**src/rtl/mul_arbiter.sv**
```systemverilog
// mul_arbiter: two requesters share one external pipelined multiplier.
// One operation is in flight at a time. Ties between the requesters are
// broken round-robin. The product is held for the owning requester until
// that requester takes it.
`timescale 1ns/1ps
module mul_arbiter #(
  parameter int WIDTH       = 16,
  parameter int MUL_LATENCY = 1
) (
  input  logic             clk,
  input  logic             rst,
  input  logic             req0_valid,
  input  logic [WIDTH-1:0] req0_a,
  input  logic [WIDTH-1:0] req0_b,
  output logic             req0_ready,
  input  logic             req1_valid,
  input  logic [WIDTH-1:0] req1_a,
  input  logic [WIDTH-1:0] req1_b,
  output logic             req1_ready,
  output logic             rsp0_valid,
  output logic [WIDTH-1:0] rsp0_data,
  input  logic             rsp0_ready,
  output logic             rsp1_valid,
  output logic [WIDTH-1:0] rsp1_data,
  input  logic             rsp1_ready,
  output logic [WIDTH-1:0] mul_in1,
  output logic [WIDTH-1:0] mul_in2,
  input  logic [WIDTH-1:0] mul_out,
  output logic             busy
);

  typedef enum logic [1:0] {IDLE, WAIT, RESP} state_t;

  localparam logic [3:0] LAT = 4'(MUL_LATENCY);

  state_t           state_reg, state_next;
  logic             owner_reg;      // requester that owns the in-flight op
  logic             last_reg;       // requester granted most recently
  logic [3:0]       count_reg;
  logic [WIDTH-1:0] mul_in1_reg, mul_in2_reg;
  logic [WIDTH-1:0] rsp_data_reg [2];

  logic grant;
  logic accept;
  logic capture;
  logic rsp_taken;

  // Grant selection: lone requester wins; a tie goes to the one not served last.
  always_comb begin
    grant = 1'b0;
    if (req0_valid && req1_valid) begin
      grant = ~last_reg;
    end else if (req1_valid) begin
      grant = 1'b1;
    end
  end

  assign req0_ready = (state_reg == IDLE) && !grant && req0_valid;
  assign req1_ready = (state_reg == IDLE) &&  grant && req1_valid;
  assign accept     = req0_ready | req1_ready;

  // The product is ready once the counter has drained in WAIT.
  assign capture    = (state_reg == WAIT) && (count_reg == 4'd0);
  assign rsp_taken  = owner_reg ? rsp1_ready : rsp0_ready;

  // State register.
  always_ff @(posedge clk or posedge rst) begin
    if (rst) begin
      state_reg <= IDLE;
    end else begin
      state_reg <= state_next;
    end
  end

  // Next-state logic.
  always_comb begin
    state_next = state_reg;
    case (state_reg)
      IDLE:    if (accept)    state_next = WAIT;
      WAIT:    if (capture)   state_next = RESP;
      RESP:    if (rsp_taken) state_next = IDLE;
      default: state_next = IDLE;
    endcase
  end

  // Operand launch, ownership, round-robin pointer and latency counter.
  always_ff @(posedge clk or posedge rst) begin
    if (rst) begin
      mul_in1_reg <= '0;
      mul_in2_reg <= '0;
      owner_reg   <= 1'b0;
      last_reg    <= 1'b1;   // so req0 wins the first tie
      count_reg   <= 4'd0;
    end else if (accept) begin
      mul_in1_reg <= grant ? req1_a : req0_a;
      mul_in2_reg <= grant ? req1_b : req0_b;
      owner_reg   <= grant;
      last_reg    <= grant;
      count_reg   <= LAT;
    end else if ((state_reg == WAIT) && (count_reg != 4'd0)) begin
      count_reg   <= count_reg - 4'd1;
    end
  end

  // Per-requester result registers; only the owner's copy is overwritten.
  generate
    for (genvar gi = 0; gi < 2; gi++) begin : g_rsp
      always_ff @(posedge clk or posedge rst) begin
        if (rst) begin
          rsp_data_reg[gi] <= '0;
        end else if (capture && (owner_reg == 1'(gi))) begin
          rsp_data_reg[gi] <= mul_out;
        end
      end
    end
  endgenerate

  assign rsp0_valid = (state_reg == RESP) && !owner_reg;
  assign rsp1_valid = (state_reg == RESP) &&  owner_reg;
  assign rsp0_data  = rsp_data_reg[0];
  assign rsp1_data  = rsp_data_reg[1];
  assign mul_in1    = mul_in1_reg;
  assign mul_in2    = mul_in2_reg;
  assign busy       = (state_reg != IDLE);

endmodule

```
**config.mk**
```make
export PLATFORM = sky130hd
export DESIGN_NAME = mul_arbiter
export DESIGN_NICKNAME = d
export VERILOG_FILES = /design/src/rtl/mul_arbiter.sv
export SDC_FILE = /design/constraint.sdc
export NUM_CORES = 1
export LEC_CHECK = 0
export BUFFER_PORTS_ARGS = -buffer_cell sky130_fd_sc_hd__buf_2
export CAP_MARGIN = 20
export CORE_ASPECT_RATIO = 0.9
export CORE_MARGIN = 2
export CORE_UTILIZATION = 45
export CTS_BUF_LIST = sky130_fd_sc_hd__clkbuf_16
export DETAILED_ROUTE_END_ITERATION = 7
export PLACE_DENSITY_LB_ADDON = 0.1
export SYNTH_ARGS = -nofsm -noshare
export SYNTH_HDL_FRONTEND = slang
export SYNTH_SLANG_ARGS = --single-unit
```
**constraint.sdc**
```tcl
create_clock -name clk -period 5.2 [get_ports clk]
set_clock_uncertainty 0.1 [all_clocks]
set_input_delay 0.26 -clock clk [delete_from_list [all_inputs] [get_ports clk]]
set_output_delay 0.26 -clock clk [all_outputs]
set_load 0.1 [all_outputs]
```
==> out/summary.txt <==
==========================================================================================
CP Max Fanout ...............................................................           34
Cells along the critical path ............................................... a21bo_2, and3_1, buf_2
Ant. Diodes .................................................................            0
IO Port Bufs ................................................................          154
Global route total overflow .................................................            0
Setup repair after global routing missed its margin .........................           no
Antenna-violating nets left .................................................            0
Post-CTS Repair Setup Buffers ...............................................            0
Critical path class ......................................................... flop to primary output
Synthesized area per cell ...................................................   12.4 sq um
Synth Instances .............................................................          265
Cells after DPL .............................................................          492
EDFF count, synth ...........................................................            0
Number of gates resized after CTS ...........................................            0
Top cell type by total area after synthesis .................................      dfrtp_1
Kind of end point of the critical path ...................................... primary output
Warning count from the yosys run ............................................            0
Via Count ...................................................................         2593
Global-route total usage across every layer .................................        0.189
Depth of the critical timing path with buffers and inverters included .......            3
Initial antenna violation count .............................................            0
Standard-cell rows ..........................................................           29
Total CTS buffers ...........................................................            9
Area growth from synthesis to layout ........................................        34.7%
Post-DP HPWL ................................................................      5060 um
Min-delay worst type ........................................................ primary input to flop
FF+latch count, synth .......................................................           72
Total core area ............................................................. 0.00708 sq mm
Worst-skew pair later-pin latency ...........................................      0.32 ns
Largest cells by area after synthesis ....................................... dfrtp_1, mux2i_1, mux2_2
Cell type group with the largest total delay on the critical path ........... compound AO/OA/AOI/OAI gates
Violation count after the first detailed-routing iteration ..................          100
Multi-input gate area in the final layout ................................... 0.00136 sq mm
Chip width ..................................................................      94.1 um
Share of final-layout standard cells stronger than drive strength 1 .........        0.514
Share of flip-flops with an asynchronous set or reset .......................         1.00
Arrival time of the worst setup path ........................................      2.38 ns
Required time of the critical path ..........................................      4.84 ns
Final critical delay including setup and external delays ....................      2.74 ns
Proportion of synthesized chip area in sequential cells .....................        0.549
Sequential cell area ........................................................ 0.00180 sq mm
Detailed-route vias per instance ............................................         5.09
Slack of the worst reg-to-reg path ..........................................      2.95 ns
Per-cell routed wire length .................................................      14.4 um
Remaining DRCs ..............................................................            0
Die outline area ............................................................ 0.00800 sq mm
Critical register-to-register path endpoint ................................. rsp1_data[5]
Filler Cells Inserted .......................................................          598
Worst path slowest cell .....................................................      a21bo_2
Final Setup Violations ......................................................            0
FF-to-FF Start .............................................................. count_reg[0]
Most frequently used cell type in the post-synthesis netlist ................      dfrtp_1
CTS tree ....................................................................          yes
Synth cell count leaders .................................................... dfrtp_1, a21oi_1, a31oi_1, mux2i_1, mux2_2
Largest net degree at the start of global routing ...........................           73
CTS sink cnt ................................................................           72
Hold Violations, Final ......................................................            0
Number of global-route vias before repair ...................................         2588
Smallest setup slack after layout ...........................................      2.46 ns
Root cell of the clock tree .................................................    clkbuf_16
Post-synth top flop .........................................................      dfrtp_1
End of the worst hold path ..................................................     last_reg
Netlist Area Pre-Place ...................................................... 0.00328 sq mm
Critical path buffers and inverters .........................................            1
Netlist cell types ..........................................................           32
H-tree depth reported by CTS ................................................            3
Maximum clock path buffer count .............................................            2
Post-cts hold buffer count ..................................................            0
Pre-CTS WS ..................................................................      2.78 ns
Top cell type's share of synthesized area ...................................        0.541
Final Slew Violations .......................................................            0
Routability-driven placement congestion ratio ...............................        0.698
Startpoint kind of the worst setup timing path ..............................         flop
Depth of the most critical reg-to-reg path ..................................            5
Status ...................................................................... finished clean
Effective utilization at floorplan ..........................................        0.464
Highest attainable clock frequency ..........................................      365 MHz
Relative slew slack .........................................................        0.305
Post-route non-filler standard cell count ...................................          509
Length of the first detailed-routing pass in iterations .....................            4
Source of the worst hold timing path ........................................   req0_valid
First-pass GRT wire length ..................................................     12100 um
Number of maximum-capacitance violations ....................................            0
Clock edge transition at the registers on the reported setup and hold paths .      0.06 ns
Count of cells along the worst hold path ....................................            2
Total number of nets in the final design ....................................          499
Post-Route WL ...............................................................      7330 um
Longest individual stage delay on the worst path ............................      0.83 ns
Num ports ...................................................................          155
Transition at the pin with the smallest max-transition slack ................      1.04 ns
Fin Setup TNS ...............................................................         0 ns
Final clock period utilization by the worst path ............................        0.527
Die Span Y ..................................................................      85.1 um
Mapped Nets .................................................................          353
WHS .........................................................................    0.0449 ns
==========================================================================================
area by class of cell:
type / count / share of cell area
tap: 93 / 0.0263
inverter: 6 / 0.00509
sequential: 72 / 0.408
timing repair buffer: 157 / 0.182
clock buffer: 9 / 0.0509
clock inverter: 7 / 0.0195
multi-input combinational: 165 / 0.308
kinds of logic after synthesis:
| family | synth area share |
|---|---|
| AND/OR/NAND/NOR | 0.0457 |
| flip-flops | 0.549 |
| buffers and inverters | 0.0381 |
| adder cells (fa/ha/maj) | 0.00762 |
| AO/OA/AOI/OAI | 0.134 |
| multiplexers | 0.225 |
per-layer routing:
metal  vias up  wire length [um]  GRT usage  share of wire
met5         -                 0          0              0
met4         0                89     0.0659          0.012
met2       116              3230      0.292           0.44
met3         6               583     0.0453          0.080
met1      1202              3430      0.262           0.47
li1       1269                 -          -              -
how the worst max path moves through the flow:
stage / end / slack (ns) / from
6_report: req0_ready / 2.46 / last_reg
4_1_cts: req0_ready / 2.43 / last_reg
2_1_floorplan: req1_ready / 1.79 / last_reg
5_1_grt: req0_ready / 2.36 / last_reg
3_5_place_dp: req0_ready / 2.78 / last_reg
3_3_place_gp: req0_ready / 2.82 / last_reg
through the flow:
| step | util | cell area (sq um) |
|---|---|---|
| 5_1_grt | 0.625 | 4420 |
| 4_1_cts | 0.622 | 4400 |
| 3_3_place_gp | 0.578 | 4090 |
| 2_1_floorplan | - | 3280 |
| 3_5_place_dp | 0.578 | 4090 |
| 6_report | 0.625 | 4420 |
cell usage in the layout, fill, tap and decap left out, drive strengths merged:
master	count
dfstp	1
o21ai	1
bufinv	2
and4	1
clkinv	5
a21boi	2
nand2b	2
a21bo	1
nor4	2
nand3b	1
ha	2
mux2	33
dfrtp	71
buf	157
nand2	4
a21o	1
a31oi	33
nor3	3
clkbuf	9
or2	1
nor3b	3
a31o	2
and3	1
nor2b	1
a21oi	36
nor2	1
inv	6
mux2i	33
or4	1
Power is not shown: default switching activity piles up to over one toggle a cycle in this logic, so the estimate is an artifact.
